[config.mk]
export PLATFORM = sky130hd
export DESIGN_NAME = micro_sequencer
export DESIGN_NICKNAME = d
export VERILOG_FILES = /design/src/rtl/micro_pkg.sv /design/src/rtl/micro_dispatch.sv /design/src/rtl/micro_sequencer.sv
export SDC_FILE = /design/constraint.sdc
export NUM_CORES = 1
export LEC_CHECK = 0
export ABC_AREA = 1
export BUFFER_PORTS_ARGS = -buffer_cell sky130_fd_sc_hd__buf_2
export CAP_MARGIN = 20
export CORE_AREA = 2 2 73 75
export CTS_CLUSTER_SIZE = 8
export DETAILED_ROUTE_END_ITERATION = 12
export DIE_AREA = 0 0 75 77
export PLACE_DENSITY_LB_ADDON = 0.2
export SLEW_MARGIN = 0
export SYNTH_ARGS = -nofsm -noshare
export SYNTH_HDL_FRONTEND = slang
export SYNTH_SLANG_ARGS = --single-unit
[constraint.sdc]
create_clock -name clk -period 3.5 [get_ports clk]
set_input_delay 0.35 -clock clk [delete_from_list [all_inputs] [get_ports clk]]
set_output_delay 0.35 -clock clk [all_outputs]
set_load 0.01 [all_outputs]
[src/rtl/micro_pkg.sv]
// Shared micro-state encodings, dispatch codes and mask defaults for the micro-sequencer.
// Pure declarations: no latency, no backpressure.
package micro_pkg;

  typedef logic [3:0] ustate_t;

  localparam ustate_t FETCH    = 4'd0;
  localparam ustate_t DECODE   = 4'd1;
  localparam ustate_t MEMADR   = 4'd2;
  localparam ustate_t MEMREAD  = 4'd3;
  localparam ustate_t MEMWRITE = 4'd4;
  localparam ustate_t MEMWB    = 4'd5;
  localparam ustate_t EXECR    = 4'd6;
  localparam ustate_t EXECI    = 4'd7;
  localparam ustate_t ALUWB    = 4'd8;
  localparam ustate_t BRANCH   = 4'd9;

  localparam logic [3:0] DISP1 = 4'hF;
  localparam logic [3:0] DISP2 = 4'hE;

  // NextPC, RegW, MemW, IRWrite, Branch
  localparam logic [15:0] WE_MASK_DEFAULT = 16'hF400;

  // States that touch memory and can therefore be held by memReady.
  function automatic logic is_mem_state(input ustate_t s);
    return (s == FETCH) || (s == MEMREAD) || (s == MEMWRITE);
  endfunction

  // Final micro-state of each legal instruction class.
  function automatic logic is_retire_state(input ustate_t s);
    return (s == MEMWRITE) || (s == MEMWB) || (s == ALUWB) || (s == BRANCH);
  endfunction

endpackage

[src/rtl/micro_dispatch.sv]
// Next micro-address decode from the NEXT field, op and funct; purely combinational, zero latency.
// No backpressure: the caller decides whether the result is taken.
module micro_dispatch
  import micro_pkg::*;
(
  input  logic [3:0] nextField,
  input  logic [1:0] op,
  input  logic [5:0] funct,
  output ustate_t    nextAdr,
  output logic       illegalHit
);

  // Only the I and L bits steer dispatch; the rest belongs to the datapath.
  logic unused_funct;
  assign unused_funct = ^funct[4:1];

  always_comb begin
    nextAdr    = FETCH;
    illegalHit = 1'b0;
    if (nextField == DISP1) begin
      unique case (op)
        2'b00:   nextAdr = funct[5] ? EXECI : EXECR;
        2'b01:   nextAdr = MEMADR;
        2'b10:   nextAdr = BRANCH;
        default: illegalHit = 1'b1;
      endcase
    end else if (nextField == DISP2) begin
      nextAdr = funct[0] ? MEMREAD : MEMWRITE;
    end else if (nextField <= BRANCH) begin
      nextAdr = nextField;
    end else begin
      illegalHit = 1'b1;
    end
  end

endmodule

[src/rtl/micro_sequencer.sv]
// Micro-PC register with dispatch, stall masking, sticky illegal flag and retire counter; adr updates 1 cycle after NEXT.
// Backpressure: memReady low in Fetch/MemRead/MemWrite holds adr and the counter and masks write enables in ctrl.
module micro_sequencer
  import micro_pkg::*;
#(
  parameter logic [15:0] WE_MASK = WE_MASK_DEFAULT,
  parameter int          CNT_W   = 32
) (
  input  logic             clk,
  input  logic             reset,
  input  logic [1:0]       op,
  input  logic [5:0]       funct,
  input  logic             memReady,
  input  logic [15:0]      controlWord,
  output ustate_t          adr,
  output logic [15:0]      ctrl,
  output logic             stall,
  output logic             illegal,
  output logic [CNT_W-1:0] instrCount
);

  ustate_t disp_adr;
  logic    disp_illegal;

  micro_dispatch u_dispatch (
    .nextField  (controlWord[3:0]),
    .op         (op),
    .funct      (funct),
    .nextAdr    (disp_adr),
    .illegalHit (disp_illegal)
  );

  assign stall = ~memReady & is_mem_state(adr);
  assign ctrl  = stall ? (controlWord & ~WE_MASK) : controlWord;

  always_ff @(posedge clk) begin
    if (reset) begin
      adr        <= FETCH;
      illegal    <= 1'b0;
      instrCount <= '0;
    end else if (!stall) begin
      adr <= disp_adr;
      if (disp_illegal)
        illegal <= 1'b1;
      // A return to Fetch caused by an illegal encoding is not a retirement.
      if (is_retire_state(adr) && (disp_adr == FETCH) && !disp_illegal)
        instrCount <= instrCount + CNT_W'(1);
    end
  end

endmodule

* Word level (Yosys, flattened, before mapping)
Index checks and enable logic that the tools add are counted.
** Storage, ports and cells
- Register bits :: 37
- Input bits :: 27
- Output and inout port bits :: 54
- Logic and storage cells :: 42
** Cells by class
- Add/subtract/negate cells :: 1
- Magnitude comparators :: 1
- Eq/ne operators :: 9
- Mux-type cells :: 11
- Bitwise operators :: 3
- Reductions and logical operators :: 14
** Operator list (number)
- 32-bit by 1-bit adder with 32-bit output (second input constant) :: 1
- 4-bit == test (second input constant) :: 4
- 16-bit two-way mux :: 1
- 4-bit two-way mux :: 3
- 4-bit case mux with 3 select lines :: 1
- 4-bit by 3-bit == test with 1-bit output (second input constant) :: 2
- 4-bit zero test :: 2
- 1-bit logical OR :: 5
- 1-bit two-way mux :: 5
- 4-bit by 2-bit == test with 1-bit output (second input constant) :: 1
- 4-bit less-or-equal comparator (second input constant) :: 1
- 2-bit AND reduction :: 2
- 3-bit two-way mux :: 1
- 3-bit OR reduction :: 1
- 2-bit by 1-bit == test with 1-bit output (second input constant) :: 1
- 2-bit == test (second input constant) :: 1
- 1-bit logical AND :: 2
- 2-bit zero test :: 1
- 1-bit NOT :: 2
- 1-bit bitwise AND :: 1
- 1-bit zero test :: 1

* Longest topological paths before layout
- Depth in word-level cells :: 8
- Gate-level depth with buffers :: 11
- Gate-level depth less buffers :: 11

* Modules after synthesis
A second synthesis with hierarchy kept.
** Second synthesis, totals
- Cells, all modules :: 390
- Area total of the unflattened synthesis :: 2448.6 µm²
** Modules (own cells, without submodules)
- micro_sequencer :: instances 1, cells an instance 360, area each 2304.7 µm², seq. area each 740.7 µm²
- micro_dispatch :: instances 1, cells an instance 30, area each 143.9 µm², seq. area each 0.0 µm²

* Least setup slack after synthesis
OpenSTA, ideal clock, no wires.
- Path kind :: reg2out
- From :: reg adr[3]
- To :: out ctrl[10]
- Arrival :: 1.316 ns
- Data required time :: 3.150 ns
- Setup slack :: 1.834 ns
- Stages on the path, launching flop included :: 9
- Path buffers :: 0
- Cell sequence :: dfxtp_1 nor2_1 nand2_1 inv_1 nand2_1 inv_1 nor2_1 clkinv_1 nor2_1
** On the way
- Longest elaborated chain between the ends :: 5
- Elaborated cells on any way between the ends :: 7
- Those cells by class :: 2 x eq/ne; 1 x mux; 1 x bitwise; 3 x reduce/logical
** Ends and longest elaborated chain
- start, declared :: RTL line micro_sequencer.sv:15 : output ustate_t adr,
- start signal, assigned :: RTL line micro_sequencer.sv:42 : adr <= disp_adr;
- 4-bit by 2-bit == test with 1-bit output / 4-bit zero test (equally long branches) :: RTL line micro_pkg.sv:26 : return (s == FETCH) || (s == MEMREAD) || (s == MEMWRITE);
- 1-bit logical OR :: RTL line micro_pkg.sv:26
- 1-bit logical OR (*) :: RTL line micro_pkg.sv:26
- 1-bit bitwise AND (*) :: RTL line micro_sequencer.sv:33 : assign stall = ~memReady & is_mem_state(adr);
- net stall :: RTL line micro_sequencer.sv:17 : output logic stall,
- 16-bit two-way mux (*) :: RTL line micro_sequencer.sv:34 : assign ctrl = stall ? (controlWord & ~WE_MASK) : controlWord;
- end, declared :: RTL line micro_sequencer.sv:16 : output logic [15:0] ctrl,
The timed path passes the listed nets; every way through them passes the cells marked *.

* Final worst setup path
- From :: reg adr[0]
- To :: out ctrl[14]
** On the way
- Longest elaborated chain between the ends :: 5
- Elaborated cells on any way between the ends :: 7
- Those cells by class :: 2 x eq/ne; 1 x mux; 1 x bitwise; 3 x reduce/logical
** Ends and longest elaborated chain (RTL line)
- 4-bit by 2-bit == test with 1-bit output / 4-bit zero test (equally long branches) :: micro_pkg.sv:26
- 1-bit logical OR :: micro_pkg.sv:26
- 1-bit logical OR (*) :: micro_pkg.sv:26
- 1-bit bitwise AND (*) :: micro_sequencer.sv:33
- 16-bit two-way mux (*) :: micro_sequencer.sv:34
Every way passes the cells marked *; elsewhere a longest branch is shown, timed or not.

==> flow_summary_export.csv <==
group,metric,value,unit
yosys,ys_types,28,
cells_and_area,fin_area,3040,µm²
timing,min_period,2.07,ns
clock_tree,postCtsSetupBuffers,0,
route,drc,0,
run_status,status,"complete, no violations",
clock_tree,cts.path.max_buffers,2,
die,die-area,5780,µm²
route,vias,2885,
timing,hold_violations,0,
yosys,synth_mux_area_frac,0,
setup_path,endpoint_kind,"output port",
place,gp_congestion,0.903,
yosys,yosys.area_share.adder,0.00464,
yosys,synth_top_family_by_area,"simple AND/OR/NAND/NOR gates",
place,dp_cells,571,
global_route,use_met3,0.0315,
cells_and_area,nFillCells,513,
route,viasPerCell,4.98,
die,fp.dieH,77,µm
timing,timing.fmax,484,MHz
route,drt-initial-drc-count,213,
clock_tree,clk_latency,0.29,ns
cells_and_area,drive_gt1_frac,0.185,
timing,setup_ws,1.43,ns
timing,tns,0,ns
place,dp_hpwl,4790,µm
setup_path,critPathLaunchType,"flop",
min_path,whs_path_depth,3,
global_route,grt.busiest_layer,"met2",
yosys,synth_top_area_share,0.275,
die,initial_utilization,0.541,
clock_tree,clock_sinks,37,
cells_and_area,multi_input_area,1600,µm²
yosys,ys_top_cells_by_area,"dfxtp_1 27%, nand2_1 21%, nand3_1 9.8%, nor2_1 9.2%, inv_1 6.4%",
yosys,ys.flop_type,"dfxtp_1",
cells_and_area,num_antenna_cells,0,
global_route,met1_usage,0.305,
global_route,grt_pass1_wl,11200,µm
setup_path,ff2ff_setup_slack,1.53,ns
clock_tree,postCtsResizedCells,0,
cells_and_area,register_area,741,µm²
clock_tree,h-tree-depth,2,
timing,finalCritPeriodShare,0.590,
clock_tree,holdBufCountCts,0,
setup_path,r2r_cells,9,
yosys,synth_area,2700,µm²
setup_path,critPathKind,"reg2out",
flow_run,drv_cap,0,
clock_tree,clk_pin_slew,0.07,ns
setup_path,cp.arrival,1.72,ns
setup_path,r2r-end,"instrCount[28]$_SDFFE_PP0P_",
yosys,ys_ff_latch,37,
timing,rsz0062_at_grt,"false",
cells_and_area,stdcell_count,579,
die,coreArea,4980,µm²
setup_path,worstReg2RegStart,"instrCount[0]$_SDFFE_PP0P_",
yosys,syn-num-nets,488,
yosys,synth_edf_count,0,
clock_tree,cts_tree,"done",
global_route,grt_max_degree,34,
clock_tree,cts_root_buffer,"clkbuf_8",
route,ant_nets,0,
yosys,synth_most_common_cell,"nand2_1",
min_path,min_path_type,"in2reg",
global_route,track_usage,0.240,
global_route,grt_use_met2,0.404,
yosys,syn-mean-instance-area,5.86,µm²
global_route,grt_overflow_total,0,
yosys,synth-compound-area-share,0.0785,
global_route,grt_antenna_before_repair,0,
setup_path,worst_ep_required_time,3.15,ns
cells_and_area,final_core_util,0.612,
min_path,holdPathEnd,"adr[2]$_SDFFE_PP0N_",
place,port_buffers,62,
timing,max-slew-margin-rel,0.610,
pwr,p_leak,1.27,nW
die,die-width,75,µm
pwr,p_per_area,289,nW/µm²
global_route,grt_pass1_vias,2674,
route,finalWirelength,6540,µm
cells_and_area,syn_to_final_growth,13.0,%
place,placed_cell_area,2940,µm²
yosys,async_reset_ff_frac,0,
yosys,synth_warnings,0,
die,top_level_ports,81,
clock_tree,cts_made_buffers,5,
yosys,seq_area_frac_synth,0.275,
place,pre_cts_slack,1.49,ns
route,firstDrtPassIters,5,
timing,worst_slew_pin_slew,0.584,ns
yosys,synth_common_cells,"154 x nand2_1, 66 x nor2_1, 53 x nand3_1",
setup_path,crit_fanout,8,
cells_and_area,fin_nets,536,
timing,drv_slew,0,
timing,setup_viol,0,
yosys,synth-simple-area-share,0.471,
yosys,synth_top_cell_by_area,"dfxtp_1",
timing,worst_clock_skew,0.00377,ns
route,wl_per_cell,11.3,µm
yosys,synth_xor_area_frac,0.0390,
pwr,vdd_ir_drop_max,0.198,mV
yosys,syn_inst,460,
min_path,hold_start,"controlWord[2]",
die,fp-row-count,26,
[power by group]
| part | switching (mW) | total, mW | internal, mW |
|---|---|---|---|
| clock network | 0.155 | 0.333 | 0.178 |
| registers | 0.00520 | 0.431 | 0.426 |
| logic | 0.0765 | 0.114 | 0.0374 |
[registers in the layout (all words and copies together), names as in the netlist]
signal      count
adr             4
illegal         1
instrCount     32
[worst max-delay path by stage]
| stage | startpoint | to | slack (ns) | cells past startpoint |
|---|---|---|---|---|
| 2_1_floorplan | adr[3]$_SDFFE_PP0N_ | ctrl[10] | 1.83 | 8 |
| 3_3_place_gp | controlWord[3] | instrCount[0]$_SDFFE_PP0P_ | 1.53 | 11 |
| 3_5_place_dp | controlWord[3] | instrCount[1]$_SDFFE_PP0P_ | 1.49 | 11 |
| 4_1_cts | adr[0]$_SDFFE_PP0N_ | ctrl[14] | 1.44 | 9 |
| 5_1_grt | adr[3]$_SDFFE_PP0N_ | ctrl[14] | 1.19 | 9 |
| 6_report | adr[0]$_SDFFE_PP0N_ | ctrl[14] | 1.43 | 9 |
[stage by stage]
step           hold WS (ns)  total power, mW
2_1_floorplan         0.419            0.534
3_3_place_gp          0.461            0.552
3_5_place_dp          0.467            0.555
4_1_cts               0.436            0.886
5_1_grt               0.448            0.916
6_report              0.429            0.879
[cell families (layout without fill, tap and decap cells)]
logic type | Yosys count | count (layout)
AO/OA/AOI/OAI | 41 | 41
XOR/XNOR | 12 | 12
adder cells (fa/ha/maj) | 1 | 1
buffers and inverters | 74 | 123
flip-flops | 37 | 37
AND/OR/NAND/NOR | 295 | 295
[worst max-delay path, stage by stage, from the launching register on]
cell and delay, ns:
dfxtp_1 0.37, nand2_1 0.06, nand2_1 0.09, inv_1 0.05, nand2_1 0.07, inv_1 0.04
nor2_1 0.22, clkinv_1 0.25, nor2_1 0.14, buf_2 0.14
[layer usage]
layer / vias up / routed length (µm)
li1: 1518 / -
met4: 0 / 63
met3: 9 / 382
met2: 90 / 3150
met5: - / 0
met1: 1268 / 2940
[cell usage in the layout, fill, tap and decap left out]
| cell | instances |
|---|---|
| nand2_4 | 1 |
| ha_1 | 1 |
| nor2_4 | 3 |
| a21oi_1 | 31 |
| inv_1 | 46 |
| o21bai_1 | 1 |
| inv_2 | 2 |
| nor2_1 | 66 |
| nand3_2 | 3 |
| or2_2 | 1 |
| clkinv_1 | 3 |
| nor2_2 | 4 |
| buf_4 | 2 |
| nand4_1 | 1 |
| o21a_1 | 1 |
| buf_2 | 62 |
| o21ai_0 | 7 |
| clkbuf_8 | 7 |
| nand3_1 | 53 |
| nor3_4 | 1 |
| xnor2_1 | 8 |
| a31oi_1 | 1 |
| nand2_2 | 7 |
| nor3_1 | 1 |
| dfxtp_1 | 37 |
| nand2_1 | 154 |
| clkinv_2 | 1 |
| xor2_1 | 4 |
[area by class of cell]
type                       count  area share
clock buffer                   7      0.0316
clock inverter                 1     0.00164
inverter                      51      0.0629
multi-input combinational    349       0.525
sequential                    37       0.243
tap                           70      0.0288
timing repair buffer          64       0.107
Note: power is estimated with default switching activity, not from simulation.
